$ cat src/rtl/spi_master_ctrl.sv
// SPI initiator: serialises a 10-bit {opcode, payload} frame on MOSI under SS_n, and captures an
// 8-bit MISO reply for read-data frames (opcode 2'b11). Optional abort input: SPI_MASTER_ABORT_EN.
module spi_master_ctrl #(
    parameter int TURN_CYC = 3,
    parameter int GAP_CYC  = 1
) (
    input  logic       clk,
    input  logic       rst_n,
`ifdef SPI_MASTER_ABORT_EN
    input  logic       abort,
`endif
    input  logic       start,
    input  logic [9:0] frame_in,
    input  logic       MISO,
    output logic       MOSI,
    output logic       SS_n,
    output logic       busy,
    output logic       done,
    output logic [7:0] rd_data,
    output logic       rd_valid
);

    localparam logic [2:0] IDLE  = 3'd0;
    localparam logic [2:0] SEL   = 3'd1;
    localparam logic [2:0] CMD   = 3'd2;
    localparam logic [2:0] SHIFT = 3'd3;
    localparam logic [2:0] HOLD  = 3'd4;
    localparam logic [2:0] WAIT  = 3'd5;
    localparam logic [2:0] RECV  = 3'd6;
    localparam logic [2:0] GAP   = 3'd7;

    logic [2:0] state;
    logic [3:0] cnt;
    logic [9:0] tx_shift;
    logic [7:0] rx_shift;
    logic       rd_frame;
    logic       abort_hit;

`ifdef SPI_MASTER_ABORT_EN
    assign abort_hit = abort && (state != IDLE) && (state != GAP);
`else
    assign abort_hit = 1'b0;
`endif

    // Outputs decode straight from registered state, so async reset takes effect immediately.
    assign SS_n = (state == IDLE) || (state == GAP);
    assign MOSI = ((state == CMD) || (state == SHIFT)) ? tx_shift[9] : 1'b0;
    assign busy = (state != IDLE);

    always_ff @(posedge clk or negedge rst_n) begin
        if (!rst_n) begin
            state    <= IDLE;
            cnt      <= 4'd0;
            tx_shift <= 10'd0;
            rx_shift <= 8'd0;
            rd_frame <= 1'b0;
            rd_data  <= 8'd0;
            done     <= 1'b0;
            rd_valid <= 1'b0;
        end else begin
            done     <= 1'b0;
            rd_valid <= 1'b0;
            if (abort_hit) begin
                state <= GAP;
                cnt   <= 4'(GAP_CYC - 1);
                done  <= 1'b1;
            end else begin
                case (state)
                    IDLE: if (start) begin
                        tx_shift <= frame_in;
                        rd_frame <= (frame_in[9:8] == 2'b11);
                        state    <= SEL;
                    end
                    SEL: state <= CMD;
                    // CMD shows frame[9] without shifting; SHIFT then replays it as the first data bit.
                    CMD: begin
                        state <= SHIFT;
                        cnt   <= 4'd9;
                    end
                    SHIFT: begin
                        tx_shift <= {tx_shift[8:0], 1'b0};
                        if (cnt == 4'd0) begin
                            if (rd_frame) begin
                                state <= WAIT;
                                cnt   <= 4'(TURN_CYC - 1);
                            end else begin
                                state <= HOLD;
                            end
                        end else begin
                            cnt <= cnt - 4'd1;
                        end
                    end
                    HOLD: begin
                        state <= GAP;
                        cnt   <= 4'(GAP_CYC - 1);
                        done  <= 1'b1;
                    end
                    WAIT: begin
                        if (cnt == 4'd0) begin
                            state <= RECV;
                            cnt   <= 4'd7;
                        end else begin
                            cnt <= cnt - 4'd1;
                        end
                    end
                    RECV: begin
                        rx_shift <= {rx_shift[6:0], MISO};
                        if (cnt == 4'd0) begin
                            rd_data  <= {rx_shift[6:0], MISO};
                            rd_valid <= 1'b1;
                            done     <= 1'b1;
                            state    <= GAP;
                            cnt      <= 4'(GAP_CYC - 1);
                        end else begin
                            cnt <= cnt - 4'd1;
                        end
                    end
                    GAP: begin
                        if (cnt == 4'd0) state <= IDLE;
                        else             cnt   <= cnt - 4'd1;
                    end
                    default: state <= IDLE;
                endcase
            end
        end
    end

endmodule

$ cat config.mk
export PLATFORM = sky130hd
export DESIGN_NAME = spi_master_ctrl
export DESIGN_NICKNAME = d
export VERILOG_FILES = /design/src/rtl/spi_master_ctrl.sv
export SDC_FILE = /design/constraint.sdc
export NUM_CORES = 1
export LEC_CHECK = 0
export CORE_UTILIZATION = 45
export DETAILED_ROUTE_END_ITERATION = 8
export PLACE_DENSITY_LB_ADDON = 0.15
export SLEW_MARGIN = 20
export SYNTH_ARGS = -nofsm -noshare
export SYNTH_HDL_FRONTEND = slang
export SYNTH_SLANG_ARGS = --single-unit
$ cat constraint.sdc
create_clock -name clk -period 4.7 [get_ports clk]
set_input_delay 0.94 -clock clk [delete_from_list [all_inputs] [get_ports clk]]
set_output_delay 0.94 -clock clk [all_outputs]
set_load 0.01 [all_outputs]
== After elaboration in Yosys (flattened, before gate mapping) ==
Cells that the tools add are included.

* Flip-flop bits (word level): 35
* Input port bits: 14
* Output and inout port bits: 13

* Add/sub/neg operators: 1
* Equal/unequal tests: 15
* Multiplexer cells: 19
* Reduce and logical (&&, ||, !) cells: 12

{| class="wikitable"
|+ Operators by type and width
! cell !! number
|-
| $pmux 3 s8 || 1
|-
| $pmux 4 s6 || 1
|-
| $mux 4 || 5
|-
| $pmux 10 s2 || 1
|-
| $mux 3 || 5
|-
| $eq 3x3->1 const B || 4
|-
| $mux 10 || 1
|-
| $ne 2x2->1 const B || 4
|-
| $eq 3x2->1 const B || 2
|-
| $reduce_and 2->1 || 3
|-
| $reduce_bool 6->1 || 1
|-
| $reduce_and 5->1 || 1
|-
| $logic_not 4->1 || 1
|-
| $mux 1 || 4
|-
| $ne 2x1->1 const B || 2
|-
| $sub 4x1->4 const B || 1
|-
| $eq 3x1->1 const B || 1
|-
| $logic_not 3->1 || 1
|-
| $ne 3x3->1 const B || 1
|-
| $reduce_and 3->1 || 1
|-
| $reduce_bool 3->1 || 1
|-
| $eq 2x2->1 const B || 1
|-
| $logic_or 1x1->1 || 2
|-
| $pmux 1 s2 || 1
|-
| $reduce_bool 2->1 || 1
|}

== Depth between registers and ports, before layout ==
Gate-level depths: netlist of run 1.

* Word-level depth: 3
* Depth in mapped cells: 7
* Mapped depth without buffers: 6

== Worst setup path before layout of run 1 ==
Ideal clock, no wire load.

* Path kind: flip-flop to output port
* From: reg state[2]
* To: out SS_n
* Data arrival time: 1.123 ns
* Required time: 3.760 ns
* Setup slack: 2.637 ns
* Cell stages (with the launch flop): 4
* Buffers on the path: 1
* Path through: dfrtp_1 > clkbuf_1 > or3_1 > nand2_1

* Cells in the longest elaborated chain, start to end: 2

{| class="wikitable"
|+ Ends and longest elaborated chain
! what !! RTL line !! text
|-
| start, declared || 32 || <nowiki>logic [2:0] state;</nowiki>
|-
| start signal, assigned || 52 || <nowiki>state <= IDLE;</nowiki>
|-
| start signal, assigned || 64 || <nowiki>state <= GAP;</nowiki>
|-
| start signal, assigned || 72 || <nowiki>state <= SEL;</nowiki>
|-
| $eq 3x3->1 or $logic_not 3->1 (tied branches) || 46 || <nowiki>assign SS_n = (state == IDLE) || (state == GAP);</nowiki>
|-
| $logic_or 1x1->1 (*) || 46 ||
|-
| end, declared || 16 || <nowiki>output logic SS_n,</nowiki>
|}

Every way passes the cells marked *; elsewhere a longest branch is shown, timed or not.

== Worst setup path after layout of run 1 ==
Same ends and word-level chain as after synthesis.

==> results of run 1 <==
==> layout make-up <==
cell class | instances | area (um^2) | share of cell area (%)
flip-flops and latches | 35 | 876 | 42.2
multi-input cells | 100 | 722 | 34.8
repair buffers | 27 | 268 | 12.9
clock buffers | 5 | 68.8 | 3.32
well taps | 46 | 57.6 | 2.78
clock inverters | 3 | 43.8 | 2.11
inverters | 10 | 37.5 | 1.81
==> power by group <==
group	total (mW)	leakage [nW]	switching, mW	internal [mW]
logic	0.508	0.478	0.237	0.271
registers	0.547	0.429	0.127	0.420
clock network	0.268	0.0581	0.110	0.158
total	1.32	0.964	0.474	0.848
==> sequential cells by signal, summed over array words and instances, names as in the netlist <==
signal    flops
rd_valid      1
cnt           4
done          1
rd_frame      1
rd_data       8
state         3
tx_shift     10
rx_shift      7
==> worst min-delay path by stage <==
stage,to,from,slack [ns]
4_1_cts,rx_shift[6]$_DFFE_PN0P_,rx_shift[6]$_DFFE_PN0P_,0.51
3_5_place_dp,rx_shift[6]$_DFFE_PN0P_,rx_shift[6]$_DFFE_PN0P_,0.49
3_3_place_gp,rd_data[7]$_DFFE_PN0P_,rx_shift[6]$_DFFE_PN0P_,0.48
2_1_floorplan,rd_data[7]$_DFFE_PN0P_,rx_shift[6]$_DFFE_PN0P_,0.47
5_1_grt,rx_shift[6]$_DFFE_PN0P_,rx_shift[6]$_DFFE_PN0P_,0.52
6_report,rd_data[7]$_DFFE_PN0P_,rd_data[7]$_DFFE_PN0P_,0.50
==> kinds of logic after synthesis <==
logic type	after synthesis	share of synthesized area [%]
AO/OA/AOI/OAI	35	13.3
adder cells (fa/ha/maj)	2	1.47
XOR/XNOR	1	0.516
flip-flops	35	51.6
multiplexers	18	11.7
AND/OR/NAND/NOR	44	15.5
buffers and inverters	19	5.90
==> per-layer routing <==
layer,track usage [%],routed length [um],vias up
li1,-,-,593
met1,20.8,1440,572
met2,29.0,1430,25
met3,5.43,124,2
met4,4.26,12,0
met5,0,0,-
==> cell usage after synthesis, drive strengths merged <==
| cell type | number | share of area [%] |
|---|---|---|
| nand4bb | 1 | 0.66 |
| o311a | 1 | 0.59 |
| a41oi | 1 | 0.52 |
| a222oi | 1 | 0.59 |
| a21oi | 13 | 3.8 |
| nand4b | 1 | 0.52 |
| o21ai | 6 | 1.8 |
| o22ai | 7 | 2.6 |
| or2 | 3 | 1.3 |
| and3b | 1 | 0.52 |
| ha | 2 | 1.5 |
| or3 | 1 | 0.37 |
| mux2i | 3 | 1.8 |
| a211oi | 1 | 0.44 |
| dfrtp | 35 | 52 |
| nor2b | 1 | 0.37 |
| clkbuf | 3 | 0.66 |
| nor2 | 10 | 3.6 |
| a21boi | 1 | 0.44 |
| o221ai | 1 | 0.52 |
| inv | 10 | 2.2 |
| nor3b | 1 | 0.44 |
| or3b | 2 | 1.0 |
| a2bb2o | 1 | 1.2 |
| nand4 | 1 | 0.37 |
| nand2 | 11 | 2.6 |
| nor3 | 3 | 0.88 |
| and2 | 1 | 0.52 |
| nand2b | 4 | 1.5 |
| mux2 | 15 | 9.9 |
| buf | 6 | 3.0 |
| nand3 | 3 | 0.88 |
| o211ai | 2 | 0.88 |
| xor2 | 1 | 0.52 |
==> stage by stage <==
step	area (um^2)	utilization [%]	cells	setup slack, ns	hold slack (ns)
2_1_floorplan	1700	-	154	2.64	0.474
3_3_place_gp	1960	56.5	218	2.14	0.484
3_5_place_dp	1960	56.5	218	2.11	0.492
4_1_cts	2070	59.8	226	1.78	0.508
5_1_grt	2070	59.8	226	1.71	0.523
6_report	2070	59.8	226	1.78	0.504
==> results.py, run 1 <==
metrics = {
    "cells_and_area": {
        "fill_cells": 307,
        "finalNetCount": 195,
        "drive_gt1_share_pct": 17.8,
        "area_growth_pct": 22.1,
        "antenna_cells": 0,
        "mostFrequentLayoutCells": "dfrtp_1, clkdlybuf4s50_1, mux2_2",
        "layout_commonest_cell": "dfrtp_1",
    },
    "pwr": {
        "power_density_mw_per_mm2": 638,
        "leakagePower_nw": 0.964,
        "vdd_drop_max_mv": 0.449,
        "power_mw": 1.32,
    },
    "timing": {
        "skew_ns": 0.00893,
        "fmax_ghz": 0.342,
        "setup_viol": 0,
        "slew_violations": 0,
        "hold_violations": 0,
        "rsz0062_at_grt": "no",
        "post-route-period-util_pct": 62.1,
        "fin_crit_ns": 2.92,
        "worst_pin_slew_ns": 0.627,
        "setup_tns_ns": 0,
        "slew_headroom_pct": 58.2,
    },
    "synth": {
        "netlist_area_mm2": 0.00170,
        "syn-instance-count": 154,
        "ys_seq_elements": 35,
        "ys_warn_count": 0,
        "synth_nets": 170,
        "synth_cell_types": 42,
        "syn_area_per_cell_um2": 11.0,
        "synth-seq-area-share_pct": 51.6,
    },
    "floorplan": {
        "die_area_mm2": 0.00402,
        "std_cell_rows": 21,
        "coreArea_mm2": 0.00347,
        "die_x_um": 63.4,
        "die_h_um": 63.4,
        "start_util_pct": 49.0,
        "ios": 27,
    },
    "clock_network": {
        "clk_latency_ns": 0.29,
        "clockBufferDepth": 2,
        "cts.sinks": 35,
        "cts_tree": "yes",
        "path_clk_slew_ns": 0.07,
        "cts_root_buf": "clkbuf_8",
        "postCtsHoldBufs": 0,
        "cts_resized": 0,
        "cts_made_buffers": 5,
        "post_cts.repair.setup_buffers": 0,
        "h-tree-depth": 2,
    },
    "hold_path": {
        "hold-path-cell-count": 1,
        "hold_class": "register to register",
    },
    "critical_path": {
        "cp_max_fo": 22,
        "path_cells": "or3_1 -> nand2_1 -> clkdlybuf4s50_1",
        "cp-start-kind": "register",
        "cp-end-kind": "output port",
        "r2r-end": "rd_data[3]$_DFFE_PN0P_",
        "reg2reg_from": "cnt[0]$_DFFE_PN0P_",
        "worst-path-stages": 3,
        "worst_ep_arrival_time_ns": 1.98,
        "cp-startpoint": "state[2]$_DFFE_PN0P_",
        "reg2regPathDepth": 5,
        "r2r_setup_slack_ns": 2.63,
        "worst_path_dominant_cell_family": "flip-flops",
        "required_ns": 3.76,
        "crit_slowest_cell": "dfrtp_1",
        "path_buf_inv": 1,
        "critPathMaxStageDelay_ns": 0.61,
        "endpoint": "SS_n",
        "critPathKind": "register to output port",
    },
    "grt": {
        "grt_pass1_wl_mm": 5.33,
        "grt_pass1_vias": 1180,
        "overflow": 0,
        "grt_max_degree": 36,
        "gr-usage-all-layers_pct": 17.1,
        "antenna_found_initial": 0,
    },
    "placed_design": {
        "io_buffers": 26,
        "dp_hpwl_mm": 2.11,
        "gp_congestion": 0.794,
    },
    "detailed_routing": {
        "wl_per_cell_um": 13.3,
        "drc": 0,
        "drt_iter0_drc": 44,
        "vias": 1192,
        "antenna_left": 0,
        "vias_per_cell": 5.27,
        "drt-pass1-iter-count": 6,
        "totalWireLength_mm": 3.00,
    },
    "status": {
        "status": "complete, no violations",
    },
    "job": {
        "cap_violations": 0,
    },
}
(Power assumes the default switching activity.)
==> run 2: changes to the inputs <==
==> constraint.sdc (replaced) <==
create_clock -name clk -period 2.9 [get_ports clk]
set_input_delay 0.58 -clock clk [delete_from_list [all_inputs] [get_ports clk]]
set_output_delay 0.58 -clock clk [all_outputs]
set_load 0.01 [all_outputs]
==> results.py, run 2 (synthesized netlist as in run 1, its figures left out) <==
metrics = {
    "status": {
        "status": "complete, no violations",
    },
    "timing": {
        "fmax_ghz": 0.400,
        "worst_pin_slew_ns": 0.566,
        "slew_violations": 0,
        "skew_ns": 0.00457,
        "setup_viol": 0,
        "slew_headroom_pct": 62.3,
        "fin_crit_ns": 2.50,
        "rsz0062_at_grt": "no",
        "hold_violations": 0,
        "post-route-period-util_pct": 86.3,
        "setup_tns_ns": 0,
    },
    "critical_path": {
        "reg2regPathDepth": 5,
        "reg2reg_from": "cnt[0]$_DFFE_PN0P_",
        "path_cells": "or3_1 -> nand2_1 -> clkdlybuf4s50_1",
        "r2r_setup_slack_ns": 0.82,
        "worst-path-stages": 3,
        "cp-startpoint": "state[1]$_DFFE_PN0P_",
        "path_buf_inv": 1,
        "cp-end-kind": "output port",
        "required_ns": 2.32,
        "critPathKind": "register to output port",
        "crit_slowest_cell": "dfrtp_1",
        "cp_max_fo": 21,
        "worst_path_dominant_cell_family": "flip-flops",
        "worst_ep_arrival_time_ns": 1.92,
        "cp-start-kind": "register",
        "critPathMaxStageDelay_ns": 0.59,
        "r2r-end": "rd_data[1]$_DFFE_PN0P_",
    },
    "pwr": {
        "power_density_mw_per_mm2": 1030,
        "leakagePower_nw": 0.969,
        "vdd_drop_max_mv": 0.571,
    },
    "floorplan": {
        "std_cell_rows": 21,
        "die_h_um": 63.4,
        "start_util_pct": 49.0,
        "ios": 27,
        "coreArea_mm2": 0.00347,
        "die_area_mm2": 0.00402,
        "die_x_um": 63.4,
    },
    "job": {
        "cap_violations": 0,
    },
    "grt": {
        "grt_max_degree": 36,
        "grt_pass1_vias": 1233,
        "grt_pass1_wl_mm": 5.41,
        "antenna_found_initial": 0,
        "gr-usage-all-layers_pct": 17.0,
        "overflow": 0,
    },
    "placed_design": {
        "dp_hpwl_mm": 2.07,
        "io_buffers": 26,
        "place_inst": 219,
        "gp_congestion": 0.829,
    },
    "cells_and_area": {
        "top_register": "tx_shift",
        "mostFrequentLayoutCells": "dfrtp_1, clkdlybuf4s50_1, mux2_2",
        "finalNetCount": 196,
        "seq_area_um2": 876,
        "largest_reg_flops": 10,
        "area_growth_pct": 22.6,
        "fill_cells": 295,
        "drive_gt1_share_pct": 18.2,
        "layout_commonest_cell": "dfrtp_1",
        "fin_cells": 227,
        "top_regs": "tx_shift x10, rd_data x8, rx_shift x7",
        "multi_input_area_um2": 722,
        "antenna_cells": 0,
    },
    "detailed_routing": {
        "drc": 0,
        "wl_per_cell_um": 13.1,
        "drt-pass1-iter-count": 4,
        "drt_iter0_drc": 52,
        "vias_per_cell": 5.33,
        "antenna_left": 0,
        "vias": 1210,
        "totalWireLength_mm": 2.98,
    },
    "hold_path": {
        "holdPathEnd": "rd_data[6]$_DFFE_PN0P_",
        "hold_class": "register to register",
        "hold-path-cell-count": 1,
        "min_from": "rd_data[6]$_DFFE_PN0P_",
    },
    "clock_network": {
        "cts_resized": 0,
        "cts_made_buffers": 5,
        "clockBufferDepth": 2,
        "clk_latency_ns": 0.28,
        "postCtsHoldBufs": 0,
        "cts_root_buf": "clkbuf_8",
        "cts.sinks": 35,
        "post_cts.repair.setup_buffers": 0,
        "cts_tree": "yes",
        "h-tree-depth": 2,
        "path_clk_slew_ns": 0.07,
    },
}
run 2: cell count changes in the layout (fill, tap and decap cells not counted):
cell | previous run | this run
buf_4 | 1 | 2
run 2: how the worst max path moves through the flow:
stage,end
3_3_place_gp,SS_n
5_1_grt,SS_n
6_report,SS_n
2_1_floorplan,rd_data[0]$_DFFE_PN0P_
4_1_cts,SS_n
3_5_place_dp,SS_n
run 2: area by class of cell:
class | count | area share, %
repair buffers | 28 | 13.2
clock inverters | 3 | 2.10
well taps | 46 | 2.77
clock buffers | 5 | 3.31
flip-flops and latches | 35 | 42.1
multi-input cells | 100 | 34.7
inverters | 10 | 1.80
run 2: power by group:
group / switching (mW) / internal [mW]
clock: 0.172 / 0.256
sequential: 0.170 / 0.681
combinational: 0.416 / 0.448
total: 0.759 / 1.38
run 2: stage by stage:
stage | worst slack, ns | power (mW) | cell area (um^2) | hold slack (ns) | util (%)
floorplan | 1.14 | 1.50 | 1700 | 0.284 | -
global placement | 0.737 | 1.69 | 1970 | 0.483 | 56.7
detailed placement | 0.731 | 1.73 | 1970 | 0.494 | 56.7
CTS | 0.401 | 2.17 | 2080 | 0.511 | 60.0
global route | 0.319 | 2.33 | 2080 | 0.524 | 60.0
finish | 0.397 | 2.14 | 2080 | 0.510 | 60.0
run 2: layer usage:
metal	track usage, %	vias to the layer above	share of wire, %
met3	3.62	5	3.4
met2	27.9	28	49
met1	21.5	578	46
li1	-	599	-
met5	0	-	0
met4	7.39	0	1.2
